--- config.mk ---
export PLATFORM = sky130hd
export DESIGN_NAME = inst_mem_loader_flat
export DESIGN_NICKNAME = d
export VERILOG_FILES = /design/src/rtl/inst_mem_loader_if.sv /design/src/rtl/inst_mem_loader.sv /design/src/flat_wrapper.sv
export SDC_FILE = /design/constraint.sdc
export NUM_CORES = 1
export LEC_CHECK = 0
export BUFFER_PORTS_ARGS = -buffer_cell sky130_fd_sc_hd__buf_2
export CAP_MARGIN = 20
export CORE_ASPECT_RATIO = 0.75
export CORE_MARGIN = 5
export CORE_UTILIZATION = 45
export CTS_BUF_LIST = sky130_fd_sc_hd__clkbuf_8
export CTS_CLUSTER_SIZE = 8
export DETAILED_ROUTE_END_ITERATION = 7
export PLACE_DENSITY = 0.74
export REMOVE_ABC_BUFFERS = 1
export SYNTH_ARGS = -nofsm -noshare
export SYNTH_HDL_FRONTEND = slang
export SYNTH_SLANG_ARGS = --single-unit
--- constraint.sdc ---
create_clock -name clk -period 6.6 [get_ports clk]
set_input_delay 1.32 -clock clk [delete_from_list [all_inputs] [get_ports clk]]
set_output_delay 1.32 -clock clk [all_outputs]
set_load 0.01 [all_outputs]
--- src/rtl/inst_mem_loader_if.sv ---
// rtl/inst_mem_loader_if.sv - byte stream in and instruction-memory write port of the program loader
interface inst_mem_loader_if #(
   parameter int ADDR_W = 8
);
   logic              rx_valid;
   logic [7:0]        rx_data;
   logic              rx_ready;
   logic              mem_we;
   logic [ADDR_W-1:0] mem_addr;
   logic [31:0]       mem_wdata;

   modport master (
      output rx_valid, rx_data,
      input  rx_ready, mem_we, mem_addr, mem_wdata
   );

   modport slave (
      input  rx_valid, rx_data,
      output rx_ready, mem_we, mem_addr, mem_wdata
   );
endinterface

--- src/rtl/inst_mem_loader.sv ---
// rtl/inst_mem_loader.sv - framed byte-stream loader packing little-endian words into instruction memory
module inst_mem_loader #(
   parameter int         ADDR_W = 8,
   parameter logic [7:0] SYNC   = 8'hA5
) (
   input  logic              clk,
   input  logic              rst,
   inst_mem_loader_if.slave  bus,
   output logic              core_rst,
   output logic              load_done,
   output logic              load_err,
   output logic [ADDR_W:0]   words_loaded
);
   typedef enum logic [2:0] {
      S_IDLE, S_LEN_LO, S_LEN_HI, S_DATA, S_CHK, S_DONE, S_ERR
   } state_t;

   localparam logic [16:0] MAX_WORDS = 17'(2**ADDR_W);

   state_t      state;
   logic [1:0]  byte_cnt;
   logic [7:0]  chk;
   logic [15:0] len;
   logic [23:0] word_buf;
   logic        accept;
   logic [15:0] len_full;
   logic [16:0] next_count;

   assign accept     = bus.rx_valid && bus.rx_ready;
   assign len_full   = {bus.rx_data, len[7:0]};
   assign next_count = 17'(words_loaded) + 17'd1;

   always_ff @(posedge clk) begin
      if (!rst) begin
         state         <= S_IDLE;
         bus.rx_ready  <= 1'b1;
         bus.mem_we    <= 1'b0;
         bus.mem_addr  <= '0;
         bus.mem_wdata <= '0;
         core_rst      <= 1'b1;
         load_done     <= 1'b0;
         load_err      <= 1'b0;
         words_loaded  <= '0;
         byte_cnt      <= '0;
         chk           <= '0;
         len           <= '0;
         word_buf      <= '0;
      end else begin
         bus.mem_we <= 1'b0;
         if (accept) begin
            case (state)
               S_IDLE: begin
                  if (bus.rx_data == SYNC) begin
                     state        <= S_LEN_LO;
                     chk          <= '0;
                     byte_cnt     <= '0;
                     words_loaded <= '0;
                  end
               end
               S_LEN_LO: begin
                  len[7:0] <= bus.rx_data;
                  chk      <= bus.rx_data;
                  state    <= S_LEN_HI;
               end
               S_LEN_HI: begin
                  len[15:8] <= bus.rx_data;
                  chk       <= chk ^ bus.rx_data;
                  // Oversized images are rejected before any word reaches memory.
                  if (17'(len_full) > MAX_WORDS) begin
                     state        <= S_ERR;
                     bus.rx_ready <= 1'b0;
                     load_err     <= 1'b1;
                  end else if (len_full == 16'd0) begin
                     state <= S_CHK;
                  end else begin
                     state <= S_DATA;
                  end
               end
               S_DATA: begin
                  chk      <= chk ^ bus.rx_data;
                  byte_cnt <= byte_cnt + 2'd1;
                  if (byte_cnt == 2'd3) begin
                     bus.mem_we    <= 1'b1;
                     bus.mem_wdata <= {bus.rx_data, word_buf};
                     bus.mem_addr  <= words_loaded[ADDR_W-1:0];
                     words_loaded  <= words_loaded + 1'b1;
                     if (next_count == 17'(len))
                        state <= S_CHK;
                  end else begin
                     word_buf[8*byte_cnt +: 8] <= bus.rx_data;
                  end
               end
               S_CHK: begin
                  bus.rx_ready <= 1'b0;
                  if (bus.rx_data == chk) begin
                     state     <= S_DONE;
                     load_done <= 1'b1;
                     core_rst  <= 1'b0;
                  end else begin
                     state    <= S_ERR;
                     load_err <= 1'b1;
                  end
               end
               default: ;
            endcase
         end
      end
   end
endmodule

--- src/flat_wrapper.sv ---
// flat-port wrapper written by rule: the top's interface ports become plain ports
module inst_mem_loader_flat 
#(
   parameter int         ADDR_W = 8,
   parameter logic [7:0] SYNC   = 8'hA5
)
  (clk, rst, core_rst, load_done, load_err, words_loaded, bus_rx_valid, bus_rx_data, bus_rx_ready, bus_mem_we, bus_mem_addr, bus_mem_wdata);
  inst_mem_loader_if #(.ADDR_W(ADDR_W)) bus_i ();
  input  logic clk;
  input  logic rst;
  output logic core_rst;
  output logic load_done;
  output logic load_err;
  output logic [ADDR_W:0] words_loaded;
  input wire logic [$bits(bus_i.rx_valid)-1:0] bus_rx_valid;
  input wire logic [$bits(bus_i.rx_data)-1:0] bus_rx_data;
  output wire logic [$bits(bus_i.rx_ready)-1:0] bus_rx_ready;
  output wire logic [$bits(bus_i.mem_we)-1:0] bus_mem_we;
  output wire logic [$bits(bus_i.mem_addr)-1:0] bus_mem_addr;
  output wire logic [$bits(bus_i.mem_wdata)-1:0] bus_mem_wdata;
  assign bus_i.rx_valid = bus_rx_valid;
  assign bus_i.rx_data = bus_rx_data;
  assign bus_rx_ready = bus_i.rx_ready;
  assign bus_mem_we = bus_i.mem_we;
  assign bus_mem_addr = bus_i.mem_addr;
  assign bus_mem_wdata = bus_i.mem_wdata;
  inst_mem_loader #(.ADDR_W(ADDR_W), .SYNC(SYNC)) u_core (.clk(clk), .rst(rst), .bus(bus_i), .core_rst(core_rst), .load_done(load_done), .load_err(load_err), .words_loaded(words_loaded));
endmodule
==> impl_metrics.toml, run 1 <==
[synth]
yosysSeqAreaShare_pct = 44.9
synth-edff-count = 0
synth_cells = 600
ys.flop_type = "dfxtp_1"
yosys.area.top_type = "dfxtp_1"
yosys_warnings = 0
synth_seq_cells = 107
avgSynthCellArea_sq_um = 7.95
yosysUniqueCellTypes = 52
synth_top_area_share_pct = 44.9
yosys-top-cells-area = "dfxtp_1 (45%), nand2_1 (10%), a21oi_1 (9.3%)"
synthArstFlopShare_pct = 0
syn_area_sq_mm = 0.00477

[route]
drcViolationCount = 0
drt-pass1-iter-count = 4
ant_nets = 0
drt-initial-drc-count = 319
via_per_inst = 5.48
wl_per_cell_microns = 14.8
vias = 4223
routed_wl_microns = 11400

[global_routing]
grt-busiest-layer = "met2"
antenna_found_initial = 0
grt_max_degree = 58
grt_pass1_vias = 3916
grt_pass1_wl_microns = 18900
use_met3_pct = 5.31
grt_usage_pct = 17.9
globalRouteOverflowTotal = 0
gr-usage-met2_pct = 28.8
use_met1_pct = 24.3

[floorplan]
fp-row-count = 32
ios = 65
initial_core_util_pct = 46.2
die_w_microns = 129
core-area_sq_mm = 0.0103
die_h_microns = 99.2
die-area_sq_mm = 0.0128

[flow_run]
cap_violations = 0

[clock_tree]
clockRootBuffer = "clkbuf_8"
cts_resized = 0
cts_hold_buf = 0
clock_path_buffers = 2
clock_sinks = 107
clk_pin_slew_ns = 0.10
cts_max_level = 3
cts_tree = "yes"
numCtsBuffers = 9
cts_setup_buffers = 0
insertion_delay_ns = 0.38

[layout]
area_delta_synth_final_pct = 9.29
multi_input_area_sq_mm = 0.00236
nFillCells = 1031
nNetsFinal = 646
drive_gt1_share_pct = 15.0
stdcell_area_sq_mm = 0.00521
utilization_pct = 50.5
regArea_sq_mm = 0.00214
n_antenna_cell = 0

[min_path]
hp-class = "reg -> reg"

[pwr]
power_density_mw_per_mm2 = 256
vdd_drop_max_mv = 0.141
power_leakage_nw = 1.87
p_total_w = 0.00133

[place]
post-dp-hpwl_microns = 7760
place_congestion = 0.909
io_buffer_count = 64
dpl_cell_area_sq_mm = 0.00504

[timing]
tightest_slew_ns = 0.951
setup_violations = 0
rsz0062_at_grt = "no"
slew_viol_final = 0
skew_ns = 0.0174
tns_ns = 0
fin_crit_sh_pct = 51.2
whs_ns = 0.456
period_minus_slack_ns = 3.38
timing.slew.headroom_pct = 36.5
finalHoldViolCount = 0
max_freq_ghz = 0.296

[setup_path]
r2r_slack_ns = 3.75
crit_arrival_ns = 3.69
crit_fanout = 42
critPathKind = "in -> reg"
start_kind = "input pin"
critPathCaptureType = "register"
required_ns = 6.91

[run_status]
status = "complete, no violations"
==> per-stage QoR <==
stage	std cells	setup slack, ns
after global placement	754	2.87
after CTS	770	3.24
after detailed placement	754	2.84
after floorplan	552	3.25
final	770	3.22
after global routing	770	3.03
==> cell type report <==
class | count | share of cell area (%)
inverters | 7 | 0.504
flip-flops and latches | 107 | 41.1
multi-input cells | 438 | 45.3
well taps | 136 | 3.26
clock inverters | 7 | 0.984
clock buffers | 9 | 2.38
repair buffers | 66 | 6.43
==> critical path, cell delays in order <==
cell and delay (ns):
buf_2 0.18, or4_4 0.59, nor4_4 0.26, o21ai_2 0.21
nor2_4 0.77, nand4b_1 0.17, a21oi_1 0.17
==> sequential cells by signal (all words and copies together), names as in the netlist, 2 cells and up <==
name	cells
u_core.byte_cnt	2
u_core.len	16
u_core.bus.mem_addr	8
u_core.chk	8
u_core.words_loaded	9
u_core.state	3
u_core.bus.mem_wdata	32
u_core.word_buf	24
==> cell usage after synthesis, types with 2 or more instances <==
cell type	instances
a21o_1	2
a21oi_1	89
a31oi_1	3
a32oi_1	9
and2_1	4
and3_1	3
buf_1	2
buf_2	10
buf_4	2
buf_6	5
clkbuf_1	29
dfxtp_1	107
ha_1	6
inv_1	7
mux2i_1	9
nand2_1	127
nand2b_1	4
nand3_1	30
nand3b_1	3
nand4_1	7
nor2_1	41
nor3_1	6
nor3_2	2
nor3b_1	3
nor4_1	2
o21a_1	3
o21ai_0	38
or3_1	3
or4_1	3
xnor2_1	17
xor2_1	3
==> power by group <==
part           internal, W  leakage (nW)  switching (W)
registers         0.000671         0.862      0.0000395
logic            0.0000922         0.923       0.000161
clock network     0.000139        0.0860       0.000230
total             0.000902          1.87       0.000431
==> placed cells by master, fill, tap and decap left out, types with 3 or more instances in the layout <==
cell      Yosys  final
nand2_1     127    127
dfxtp_1     107    107
a21oi_1      89     89
buf_2        10     64
nor2_1       41     41
o21ai_0      38     38
nand3_1      30     30
xnor2_1      17     17
mux2i_1       9      9
a32oi_1       9      9
clkbuf_8      0      9
nand4_1       7      7
inv_1         7      6
nor3_1        6      6
ha_1          6      6
nand2b_1      4      4
and2_1        4      4
or3_1         3      3
nor3b_1       3      3
o21a_1        3      3
and3_1        3      3
xor2_1        3      3
nand3b_1      3      3
a31oi_1       3      3
or4_1         3      3
==> worst paths after layout <==
kind / start / end / cells after the start
max: bus_rx_data[1] / u_core.words_loaded[5] / 7
min reg2reg: u_core.word_buf[6] / u_core.word_buf[6] / 2
min: u_core.word_buf[6] / u_core.word_buf[6] / 2
max reg2reg: u_core.state[1] / u_core.words_loaded[6] / 5
==> routing by layer <==
layer,part of all wire [%],vias up,wire length [microns]
li1,-,2114,-
met1,46,1993,5280
met2,46,112,5260
met3,6.9,4,789
met4,0.45,0,51
met5,0,-,0
==> kinds of logic (layout without fill, tap and decap cells) <==
logic type               count (synthesis)  in the layout  synth area share [%]
AO/OA/AOI/OAI                          156            156                  18.5
XOR/XNOR                                20             20                  3.67
adder cells (fa/ha/maj)                  6              6                  1.57
multiplexers                            10             10                  2.12
buffers and inverters                   55             89                  5.54
AND/OR/NAND/NOR                        246            246                  23.7
flip-flops                             107            107                  44.9
Power figures use the tool's default switching activity.
==> run 2, diff against run 1 <==
--- a/config.mk
+++ b/config.mk
@@ -13,7 +13,7 @@
 export CTS_BUF_LIST = sky130_fd_sc_hd__clkbuf_8
 export CTS_CLUSTER_SIZE = 8
 export DETAILED_ROUTE_END_ITERATION = 7
-export PLACE_DENSITY = 0.74
+export PLACE_DENSITY = 0.76
 export REMOVE_ABC_BUFFERS = 1
 export SYNTH_ARGS = -nofsm -noshare
 export SYNTH_HDL_FRONTEND = slang
==> constraint.sdc (replaced) <==
create_clock -name clk -period 2.8 [get_ports clk]
set_input_delay 0.56 -clock clk [delete_from_list [all_inputs] [get_ports clk]]
set_output_delay 0.56 -clock clk [all_outputs]
set_load 0.01 [all_outputs]
==> run 2 against run 1 <==
Compared with the run above: hold slack lost 0.045 ns; design area grew 2.1%; critical endpoint is now u_core.state[2]; largest cell class unchanged; critical path type is now reg -> reg; register-to-register slack lost 3.4 ns; clock skew shrank 0.0054 ns; clock power grew 130%; non-clock buffer count grew 14; sequential power grew 140%; global-route usage grew 0.75 points.
==> impl_metrics.toml, run 2 (synthesis results as in run 1) <==
[timing]
max_freq_ghz = 0.416
skew_ns = 0.0120
slew_viol_final = 0
finalHoldViolCount = 0
tns_ns = 0
setup_violations = 0
fin_crit_sh_pct = 85.9
period_minus_slack_ns = 2.41
timing.slew.headroom_pct = 40.8
tightest_slew_ns = 0.887
worst_slack_ns = 0.394
rsz0062_at_grt = "no"

[clock_tree]
clock_sinks = 107
cts_tree = "yes"
cts_max_level = 3
clockRootBuffer = "clkbuf_8"
insertion_delay_ns = 0.38
clk_pin_slew_ns = 0.10
numCtsBuffers = 9
cts_resized = 0
cts_hold_buf = 0
clock_path_buffers = 2
cts_setup_buffers = 0

[layout]
nFillCells = 994
multi_input_area_sq_mm = 0.00236
instances_no_fill = 784
reg_top3 = "u_core.bus.mem_wdata x32, u_core.word_buf x24, u_core.len x16"
area_delta_synth_final_pct = 11.6
drive_gt1_share_pct = 16.7
n_antenna_cell = 0
utilization_pct = 51.5
final_cell_mix = "nand2_1 (127), dfxtp_1 (107), a21oi_1 (89), buf_2 (64), nor2_1 (41)"
final_common_cell = "nand2_1"
regArea_sq_mm = 0.00214
largest-register = "u_core.bus.mem_wdata"
nNetsFinal = 660
largest_register_ffs = 32

[floorplan]
die_w_microns = 129
initial_core_util_pct = 46.2
fp-row-count = 32
core-area_sq_mm = 0.0103
ios = 65
die-area_sq_mm = 0.0128
die_h_microns = 99.2

[setup_path]
slowest_delay_ns = 0.56
required_ns = 3.13
crit_arrival_ns = 2.73
crit_chain = "ha_1 -> and3_1 -> a31oi_1 -> a221oi_1 -> a21oi_1 -> a2111oi_2 -> a32o_1"
crit_fanout = 6
critPathKind = "reg -> reg"
worst-path-buf-inv = 0
critPathCaptureType = "register"
start_kind = "register"
cp_slowest_cell = "a2111oi_2"
critPathTopFamily = "compound AO/OA/AOI/OAI gates"

[place]
post-dp-hpwl_microns = 8110
place_congestion = 0.857
pre_cts_ws_ns = 0.240
dpl.cell_count = 768
io_buffer_count = 64

[route]
vias = 4330
ant_nets = 0
drt-pass1-iter-count = 5
routed_wl_microns = 11600
via_per_inst = 5.52
drt-initial-drc-count = 375
wl_per_cell_microns = 14.8
drcViolationCount = 0

[global_routing]
grt_pass1_wl_microns = 19500
antenna_found_initial = 0
grt_max_degree = 58
grt_usage_pct = 18.7
globalRouteOverflowTotal = 0
grt_pass1_vias = 4012

[pwr]
power_leakage_nw = 1.94
power_density_mw_per_mm2 = 592
p_total_w = 0.00315
vdd_drop_max_mv = 0.263

[run_status]
status = "complete, no violations"

[min_path]
hp-class = "in -> reg"

[flow_run]
cap_violations = 0
[run 2: cell types whose count changed in the layout (fill, tap and decap cells not counted)]
| cell | change |
|---|---|
| inv_6 | -1 |
| buf_12 | +1 |
| clkinvlp_4 | +1 |
| inv_1 | +1 |
| buf_4 | +13 |
| clkinv_4 | -1 |
[run 2: power breakdown]
group	internal, W	total, W	switching, W
logic	0.000230	0.000618	0.000388
registers	0.00158	0.00167	0.0000925
clock network	0.000320	0.000859	0.000538
total	0.00213	0.00315	0.00102
[run 2: worst paths after layout]
path                                             start                       end  slack (ns)  cells after the start
worst max-delay path            u_core.words_loaded[1]           u_core.state[2]        0.39                      7
worst min-delay path                               rst       u_core.bus.rx_ready        0.41                      2
worst max register to register  u_core.words_loaded[1]           u_core.state[2]        0.39                      7
worst min register to register     u_core.word_buf[16]  u_core.bus.mem_wdata[16]        0.45                      2
[run 2: area by class of cell]
cell class | instances | share of cell area [%]
well taps | 136 | 3.20
repair buffers | 80 | 8.51
clock inverters | 7 | 0.846
flip-flops and latches | 107 | 40.2
clock buffers | 9 | 2.33
multi-input cells | 438 | 44.4
inverters | 7 | 0.494
[run 2: worst register-to-register path, delay by kind of cell, from the launching register on]
| family | cells | cell delay (ns) |
|---|---|---|
| DFF | 1 | 0.44 |
| adders and majority gates | 1 | 0.29 |
| AOI/OAI and AO/OA | 5 | 1.30 |
| and+or+nand+nor | 1 | 0.34 |
[run 2: per-stage QoR]
step	cell area (sq um)	hold slack, ns
floorplan	4530	0.432
global placement	5150	0.439
detailed placement	5150	0.445
CTS	5320	0.404
global route	5320	0.435
finish	5320	0.411
[run 2: per-layer routing]
metal / share of wire, % / vias to the layer above / GRT usage (%) / wire length [microns]
met3: 6.8 / 14 / 4.40 / 793
met1: 46 / 2044 / 25.8 / 5360
met2: 46 / 125 / 29.6 / 5280
met5: 0 / - / 0 / 0
met4: 1.4 / 0 / 4.68 / 162
li1: - / 2147 / - / -
==> run 3, diff against run 2 <==
--- a/config.mk
+++ b/config.mk
@@ -5,7 +5,7 @@
 export SDC_FILE = /design/constraint.sdc
 export NUM_CORES = 1
 export LEC_CHECK = 0
-export BUFFER_PORTS_ARGS = -buffer_cell sky130_fd_sc_hd__buf_2
+export BUFFER_PORTS_ARGS = -buffer_cell sky130_fd_sc_hd__clkbuf_2
 export CAP_MARGIN = 20
 export CORE_ASPECT_RATIO = 0.75
 export CORE_MARGIN = 5
==> run 3 against run 2 <==
Compared with the run above: first-iteration DRC count up 15%; critical path depth did not move; highest routed layer unchanged; count of clock-buffer cells in the layout did not move; design area grew 0.52%; via count increased by 0.42%; final cell count rose by 0.13%; power grew 2.4%; clock power rose by 6.9%; global-route usage about the same; sequential power about the same; sequential cell count stayed put.
==> impl_metrics.toml, run 3 (synthesis results as in run 1) <==
[layout]
area_delta_synth_final_pct = 12.2
instances_no_fill = 785
nNetsFinal = 662
largest-register = "u_core.bus.mem_wdata"
stdcell_area_sq_mm = 0.00535
reg_top3 = "u_core.bus.mem_wdata x32, u_core.word_buf x24, u_core.len x16"
nFillCells = 1009
utilization_pct = 51.8
final_common_cell = "nand2_1"
final_cell_mix = "nand2_1 (127), dfxtp_1 (107), a21oi_1 (89), clkbuf_2 (64), nor2_1 (41)"
drive_gt1_share_pct = 16.8
largest_register_ffs = 32
n_antenna_cell = 0

[pwr]
switching_share_pct = 31.2
seq_power_share_pct = 51.9
power_density_mw_per_mm2 = 603
vdd_drop_max_mv = 0.324
power.switching_w = 0.00101
power_leakage_nw = 1.92
intPower_w = 0.00222
comb_power_share_pct = 19.6
clkPwrFrac_pct = 28.5

[timing]
timing.slew.headroom_pct = 44.8
rsz0062_at_grt = "no"
finalHoldViolCount = 0
max_freq_ghz = 0.407
tightest_slew_ns = 0.826
skew_ns = 0.0148
period_minus_slack_ns = 2.46
whs_ns = 0.442
tns_ns = 0
setup_violations = 0
slew_viol_final = 0
fin_crit_sh_pct = 87.8

[setup_path]
crit_arrival_ns = 2.78
critPathCaptureType = "register"
start_kind = "register"
required_ns = 3.12
crit_fanout = 6
r2r_slack_ns = 0.34
critPathKind = "reg -> reg"

[clock_tree]
cts_max_level = 3
cts_tree = "yes"
clk_pin_slew_ns = 0.10
clockRootBuffer = "clkbuf_8"
insertion_delay_ns = 0.37
numCtsBuffers = 9
cts_hold_buf = 0
cts_setup_buffers = 0
clock_path_buffers = 2
cts_resized = 0
clock_sinks = 107

[global_routing]
grt-busiest-layer = "met2"
antenna_found_initial = 0
gr-usage-met2_pct = 28.3
globalRouteOverflowTotal = 0
grt_max_degree = 51
use_met1_pct = 26.3
grt_pass1_vias = 4117
use_met3_pct = 4.88
grt_usage_pct = 18.6
grt_pass1_wl_microns = 19700

[route]
vias = 4348
drcViolationCount = 0
drt-initial-drc-count = 430
drt-pass1-iter-count = 5
routed_wl_microns = 11700
ant_nets = 0
wl_per_cell_microns = 14.9
via_per_inst = 5.54

[floorplan]
die_h_microns = 99.2
ios = 65
die_w_microns = 129
core-area_sq_mm = 0.0103
fp-row-count = 32
die-area_sq_mm = 0.0128
initial_core_util_pct = 46.2

[flow_run]
cap_violations = 0

[place]
post-dp-hpwl_microns = 8050
dpl.cell_count = 770
place_congestion = 0.928
io_buffer_count = 64
dpl_cell_area_sq_mm = 0.00517

[run_status]
status = "complete, no violations"

[min_path]
hp-class = "in -> reg"
==> run 3: cell types whose count changed in the layout (fill, tap and decap cells not counted) <==
cell | previous run | this run
buf_2 | 64 | 0
clkbuf_2 | 0 | 64
clkinvlp_4 | 3 | 0
buf_4 | 15 | 17
bufinv_16 | 0 | 1
clkinv_2 | 2 | 3
==> run 3: path summary, 6_finish.rpt <==
kind | from | endpoint | cells past startpoint
setup / recovery | u_core.words_loaded[1] | u_core.state[2] | 7
hold / removal | rst | u_core.bus.rx_ready | 2
setup reg to reg | u_core.words_loaded[1] | u_core.state[2] | 7
hold reg to reg | u_core.bus.mem_wdata[7] | u_core.bus.mem_wdata[7] | 2
==> run 3: stage by stage <==
stage | total power (W) | worst slack, ns
after CTS | 0.00323 | 0.396
after floorplan | 0.00212 | -0.0579
after detailed placement | 0.00232 | 0.349
final | 0.00322 | 0.341
after global placement | 0.00228 | 0.484
after global routing | 0.00339 | 0.156
==> run 3: layout make-up <==
cell class | count | area, sq um | area share (%)
clock inverters | 6 | 57.6 | 1.08
clock buffers | 9 | 124 | 2.31
flip-flops and latches | 107 | 2140 | 40.0
repair buffers | 82 | 468 | 8.74
inverters | 7 | 26.3 | 0.491
well taps | 136 | 170 | 3.18
multi-input cells | 438 | 2360 | 44.2
==> run 3: power by group through the flow <==
stage                     Combinational (W)  Sequential (W)  Clock, W
after global placement             0.000580         0.00170         0
after CTS                          0.000622         0.00167  0.000937
after global routing               0.000705         0.00168   0.00100
after floorplan                    0.000433         0.00169         0
after detailed placement           0.000617         0.00171         0
final                              0.000632         0.00167  0.000918
==> run 3: worst max-delay path, cell delays in order (launching register included) <==
cell	delay, ns
dfxtp_1	0.44
ha_1	0.29
and3_1	0.33
a31oi_1	0.12
a221oi_1	0.25
a21oi_1	0.10
a2111oi_2	0.61
a32o_1	0.27
==> run 3: metal layers <==
layer	vias to the layer above	part of all wire, %
met2	145	44
li1	2141	-
met3	16	7.0
met1	2046	47
met5	-	0
met4	0	1.1
